**src/rtl/uzorak_punjac.sv**
```systemverilog
// Producer for the neuron's uzorak bus: packs a stream of sample words into the vector,
// waits for the neuron output to settle, then hands out the probability and mine flag.
module uzorak_punjac #(
  parameter int          BROJ_ULAZA = 60,
  parameter int          SIRINA     = 16,
  parameter int          LATENCIJA  = 2,
  parameter logic [15:0] PRAG       = 16'h8000
) (
  input  logic                         clk,
  input  logic                         rst_n,
  input  logic [SIRINA-1:0]            ulaz_podatak,
  input  logic                         ulaz_valid,
  input  logic                         ulaz_zadnji,
  output logic                         ulaz_ready,
  output logic [BROJ_ULAZA*SIRINA-1:0] uzorak,
  input  logic [15:0]                  izlaz_neurona,
  output logic                         rez_valid,
  input  logic                         rez_ready,
  output logic [15:0]                  rez_vjerojatnost,
  output logic                         rez_mina,
  output logic                         greska
);

  localparam int KW = (BROJ_ULAZA > 1) ? $clog2(BROJ_ULAZA) : 1;
  localparam int LW = (LATENCIJA > 1) ? $clog2(LATENCIJA) : 1;

  localparam logic [KW-1:0] K_ZADNJI = KW'(BROJ_ULAZA - 1);
  localparam logic [LW-1:0] LAT_POC  = LW'(LATENCIJA - 1);

  localparam logic [1:0] PUNJENJE = 2'd0;
  localparam logic [1:0] CEKANJE  = 2'd1;
  localparam logic [1:0] REZULTAT = 2'd2;

  logic [1:0]        stanje_r;
  logic [1:0]        stanje_s;
  logic [KW-1:0]     k_r;
  logic [LW-1:0]     lat_r;
  logic [SIRINA-1:0] slot_r [BROJ_ULAZA];
  logic              ready_r;
  logic              valid_r;
  logic              greska_r;
  logic [15:0]       vjer_r;
  logic              mina_r;
  logic              prihvat_s;
  logic              kraj_s;
  logic              greska_s;
  logic              hvatanje_s;

  // Next-state decode: frame completion, framing errors and result capture.
  always_comb begin
    stanje_s   = stanje_r;
    prihvat_s  = ulaz_valid & ready_r;
    kraj_s     = 1'b0;
    greska_s   = 1'b0;
    hvatanje_s = 1'b0;
    case (stanje_r)
      PUNJENJE: begin
        if (prihvat_s && (k_r == K_ZADNJI) && ulaz_zadnji) begin
          kraj_s   = 1'b1;
          stanje_s = CEKANJE;
        end else if (prihvat_s && ((k_r == K_ZADNJI) || ulaz_zadnji)) begin
          greska_s = 1'b1;
        end else begin
          stanje_s = PUNJENJE;
        end
      end
      CEKANJE: begin
        if (lat_r == {LW{1'b0}}) begin
          hvatanje_s = 1'b1;
          stanje_s   = REZULTAT;
        end else begin
          stanje_s = CEKANJE;
        end
      end
      REZULTAT: begin
        if (rez_ready) begin
          stanje_s = PUNJENJE;
        end else begin
          stanje_s = REZULTAT;
        end
      end
      default: stanje_s = PUNJENJE;
    endcase
  end

  // State, counters, sample slots and registered handshake/result outputs.
  always_ff @(posedge clk or negedge rst_n) begin
    if (!rst_n) begin
      stanje_r <= PUNJENJE;
      k_r      <= {KW{1'b0}};
      lat_r    <= {LW{1'b0}};
      slot_r   <= '{default: {SIRINA{1'b0}}};
      ready_r  <= 1'b0;
      valid_r  <= 1'b0;
      greska_r <= 1'b0;
      vjer_r   <= 16'h0000;
      mina_r   <= 1'b0;
    end else begin
      stanje_r <= stanje_s;
      // Handshake flags follow the state being entered so they line up with it.
      ready_r  <= (stanje_s == PUNJENJE);
      valid_r  <= (stanje_s == REZULTAT);
      greska_r <= greska_s;
      if (prihvat_s) begin
        slot_r[k_r] <= ulaz_podatak;
      end
      if (kraj_s || greska_s) begin
        k_r <= {KW{1'b0}};
      end else if (prihvat_s) begin
        k_r <= k_r + KW'(1'b1);
      end
      if (kraj_s) begin
        lat_r <= LAT_POC;
      end else if ((stanje_r == CEKANJE) && (lat_r != {LW{1'b0}})) begin
        lat_r <= lat_r - LW'(1'b1);
      end
      if (hvatanje_s) begin
        vjer_r <= izlaz_neurona;
        mina_r <= (izlaz_neurona >= PRAG);
      end
    end
  end

  for (genvar g = 0; g < BROJ_ULAZA; g++) begin : g_pak
    assign uzorak[g*SIRINA +: SIRINA] = slot_r[g];
  end

  assign ulaz_ready       = ready_r;
  assign rez_valid        = valid_r;
  assign greska           = greska_r;
  assign rez_vjerojatnost = vjer_r;
  assign rez_mina         = mina_r;

endmodule

```
**config.mk**
```make
export PLATFORM = sky130hd
export DESIGN_NAME = uzorak_punjac
export DESIGN_NICKNAME = d
export VERILOG_FILES = /design/src/rtl/uzorak_punjac.sv
export SDC_FILE = /design/constraint.sdc
export NUM_CORES = 1
export LEC_CHECK = 0
export CORE_AREA = 3 3 395 397
export DETAILED_ROUTE_END_ITERATION = 10
export DIE_AREA = 0 0 398 400
export GPL_TIMING_DRIVEN = 0
export PLACE_DENSITY = 0.47
export SLEW_MARGIN = 20
export SYNTH_ARGS = -nofsm -noshare
export SYNTH_HDL_FRONTEND = slang
export SYNTH_SLANG_ARGS = --single-unit
export TNS_END_PERCENT = 20
```
**constraint.sdc**
```tcl
create_clock -name clk -period 6.7 [get_ports clk]
set_input_delay 1.34 -clock clk [delete_from_list [all_inputs] [get_ports clk]]
set_output_delay 1.34 -clock clk [all_outputs]
set_load 0.01 [all_outputs]
```
==> summary.md <==
| Metric | Value |
|---|---|
| Proportion of layout cells with a drive suffix above 1 | `36.9%` |
| Max-capacitance violation count | `0` |
| Number of setup buffers added after CTS | `0` |
| Largest cells by area after synthesis | `sky130_fd_sc_hd__dfrtp_1, sky130_fd_sc_hd__mux2_2, sky130_fd_sc_hd__clkbuf_1` |
| Initial Util | `24.7%` |
| Element type at the critical path end | `flip-flop` |
| Cell depth of the worst flop-to-flop path | `7` |
| Clock insertion delay at the later pin of the skew report | `750 ps` |
| Number of detailed-routing iterations run before antenna repair | `5` |
| Area used by sequential logic in the layout | `24700 um2` |
| Mean area per synthesized cell | `16.5 um2` |
| Worst IR drop on VDD | `0.223 mV` |
| Number of cells on the critical path | `6` |
| Count of endpoints failing setup in the final report | `0` |
| Cell count of the worst hold path | `1` |
| Series of cell instances along the critical path | `buf_2 -> nand3_1 -> clkbuf_1 -> nor3_2 -> buf_2 -> mux2_2` |
| Minimum hold slack | `495 ps` |
| Wire length after detailed routing | `158 mm` |
| Count of placed standard cells including taps | `5314` |
| Congestion Overflow GR | `0` |
| Arrival @ worst endpoint | `4200 ps` |
| Number of storage elements in the synthesis netlist | `989` |
| Min-delay worst type | `reg2reg` |
| Num rows | `143` |
| Area post-placement | `50400 um2` |
| CTS buffer count | `115` |
| Final worst path period need | `3580 ps` |
| Critical path's largest stage delay | `870 ps` |
| Detailed router's first-iteration violation count | `1113` |
| Count of cell types in the netlist | `35` |
| Setup TNS | `0 ps` |
| Static power due to leakage | `0.0253 uW` |
| Number of buffer and inverter stages on the critical path | `3` |
| Combined global-route utilization of all metal layers | `19.4%` |
| Hold_buf cts | `0` |
| Number of vias per cell | `4.33` |
| Largest net degree at the start of global routing | `130` |
| Longest Clk Path Bufs | `3` |
| Share of the yosys chip area belonging to registers | `65.9%` |
| Final Max Tran Viols | `0` |
| Data required time of the critical path | `7320 ps` |
| Routed length per instance | `28.5 um` |
| Critical Path Slowest Stage Cell | `sky130_fd_sc_hd__nor3_2` |
| Wire length of the first global-routing pass | `216 mm` |
| Dominant cell by count in the synthesized netlist | `sky130_fd_sc_hd__dfrtp_1` |
| CTS clk-pin slew, worst paths | `70 ps` |
| Run status | `completed` |
| Power density relative to cell area | `293 nW/um2` |
| Buffer type at the clock tree root | `sky130_fd_sc_hd__clkbuf_16` |
| Final Non-Filler Cells | `5545` |
| # IOs | `1017` |
| Cells after Synth | `2276` |
| Max Clk Rate | `280 MHz` |
| Number of flops mapped to enable cells by yosys | `0` |
| Worst Tran Pin Value | `1120 ps` |
| Layout net count | `3439` |
| R2r startpoint | `k_r[1]$_DFFE_PN0P_` |
| Die Ht | `400 um` |
| Post-synth top area cell | `sky130_fd_sc_hd__dfrtp_1` |
| Final count of hold timing violations | `0` |
| Total vias in the final route | `24000` |
| Cell types with the highest counts after synthesis | `sky130_fd_sc_hd__dfrtp_1, sky130_fd_sc_hd__mux2_2, sky130_fd_sc_hd__clkbuf_1, sky130_fd_sc_hd__buf_2, sky130_fd_sc_hd__nor3_2` |
| Cell family contributing the most delay on the critical path | `simple AND/OR/NAND/NOR gates` |
| Type of origin of the critical path | `primary input` |
| Syn nets | `2314` |
| Post-detailed-route count of antenna-violating nets | `0` |
| Yosys warning total | `0` |
| DIE AREA | `159000 um2` |
| Crit path from | `ulaz_valid` |
| Count of buffers from port buffering | `999` |
| Final weighted congestion of routability-driven global placement | `0.781` |
| Area share of the largest cell type after synthesis | `65.9%` |
| Combined area of the multi-input logic cells | `12000 um2` |
| H-Tree Depth | `3` |
| DP HPWL | `118 mm` |
| Most frequent cell on the critical path | `sky130_fd_sc_hd__buf_2` |
| Cell area after layout | `54400 um2` |
| Setup repair after global routing missed its margin | `no` |
| Maximum fanout encountered on the critical timing path | `10` |
| Cell area after technology mapping | `37600 um2` |
| CORE AREA | `152000 um2` |
| Worst rel slew slack | `24.7%` |
| Clock skew after layout | `44.2 ps` |
| Layout overhead on the synthesized area | `44.9%` |
| Dominant synthesized flop cell | `sky130_fd_sc_hd__dfrtp_1` |
| Core utilization of the finished layout | `35.7%` |
| Number of fill cells | `14800` |
| Number of global-route vias before repair | `25100` |
| Clk sink count | `989` |
| Number of remaining DRC errors | `0` |
| Width of the die | `398 um` |
| TritonCTS clock tree | `yes` |
| Fraction of registers with async set/reset | `100%` |
| Final period utilization | `53.4%` |
| Critical path type | `in2reg` |
| Min-delay src | `uzorak[262]$_DFFE_PN0P_` |
| Post-cts gate resize count | `0` |
| Antenna violations before repair | `19` |
==> metal layers <==
metal / GRT usage, % / wire [um] / vias up
met3: 6.20 / 12000 / 201
met1: 23.3 / 62400 / 12800
met5: 0 / 0 / -
li1: - / - / 10300
met2: 33.0 / 78300 / 756
met4: 6.16 / 5170 / 0
==> state kept, by name, indices dropped and copies added (netlist names) <==
signal / cells
lat_r: 1
rez_valid: 1
rez_vjerojatnost: 16
greska: 1
stanje_r: 2
k_r: 6
ulaz_ready: 1
uzorak: 960
rez_mina: 1
==> final cells by class <==
type                            instances  area share, %
Buffer                                193           1.62
Multi-Input combinational cell       1092           22.0
Sequential cell                       989           45.5
Clock buffer                          176           6.37
Timing Repair Buffer                 1008           18.8
Clock inverter                         42          0.894
Antenna cell                           13         0.0598
Tap cell                             2030           4.67
Inverter                                2         0.0138
==> cells by family after synthesis <==
logic type | Yosys count | share of synthesized area, %
DFF | 989 | 65.9
adders and majority gates | 1 | 0.0333
buffers and inverters | 195 | 2.36
AOI/OAI and AO/OA | 14 | 0.230
muxes | 978 | 29.4
xor gates and xnor gates | 1 | 0.0233
and+or+nand+nor | 98 | 2.04
==> where the power goes <==
group / switching, uW / internal (uW)
clock: 2690 / 3780
combinational: 1330 / 1370
sequential: 274 / 6500
total: 4290 / 11600
==> path summary, 6_finish.rpt <==
check	slack, ps	endpoint
worst max-delay path	3120	uzorak[345]$_DFFE_PN0P_
worst min-delay path	500	uzorak[262]$_DFFE_PN0P_
worst max register to register	3350	uzorak[505]$_DFFE_PN0P_
worst min register to register	500	uzorak[262]$_DFFE_PN0P_
max in group asynchronous	4000	uzorak[679]$_DFFE_PN0P_
min in group asynchronous	510	rez_vjerojatnost[0]$_DFFE_PN0P_
==> placed cells by master, fill, tap and decap left out, drive strengths merged <==
| master | netlist | layout |
|---|---|---|
| a21o | 1 | 1 |
| a21oi | 3 | 3 |
| a22oi | 3 | 3 |
| a311oi | 1 | 1 |
| and3 | 4 | 4 |
| and4b | 1 | 1 |
| buf | 79 | 89 |
| bufinv | 0 | 5 |
| clkbuf | 114 | 290 |
| clkdlybuf4s50 | 0 | 998 |
| clkinv | 0 | 32 |
| clkinvlp | 0 | 1 |
| dfrtp | 989 | 989 |
| diode | 0 | 13 |
| ha | 1 | 1 |
| inv | 2 | 6 |
| mux2 | 977 | 977 |
| mux2i | 1 | 1 |
| nand2 | 7 | 7 |
| nand2b | 3 | 3 |
| nand3 | 9 | 9 |
| nand3b | 6 | 6 |
| nand4 | 4 | 4 |
| nor2 | 4 | 4 |
| nor2b | 2 | 2 |
| nor3 | 38 | 38 |
| nor4bb | 2 | 2 |
| o21ai | 5 | 5 |
| o31ai | 1 | 1 |
| or3 | 2 | 2 |
| or3b | 3 | 3 |
| or4 | 13 | 13 |
| xor2 | 1 | 1 |
==> through the flow <==
stage	setup slack, ps	power (uW)
2_1_floorplan	3540	7860
3_3_place_gp	-44780	9640
3_5_place_dp	2200	9650
4_1_cts	3020	16200
5_1_grt	2910	16600
6_report	3120	15900
(Power assumes the default switching activity.)
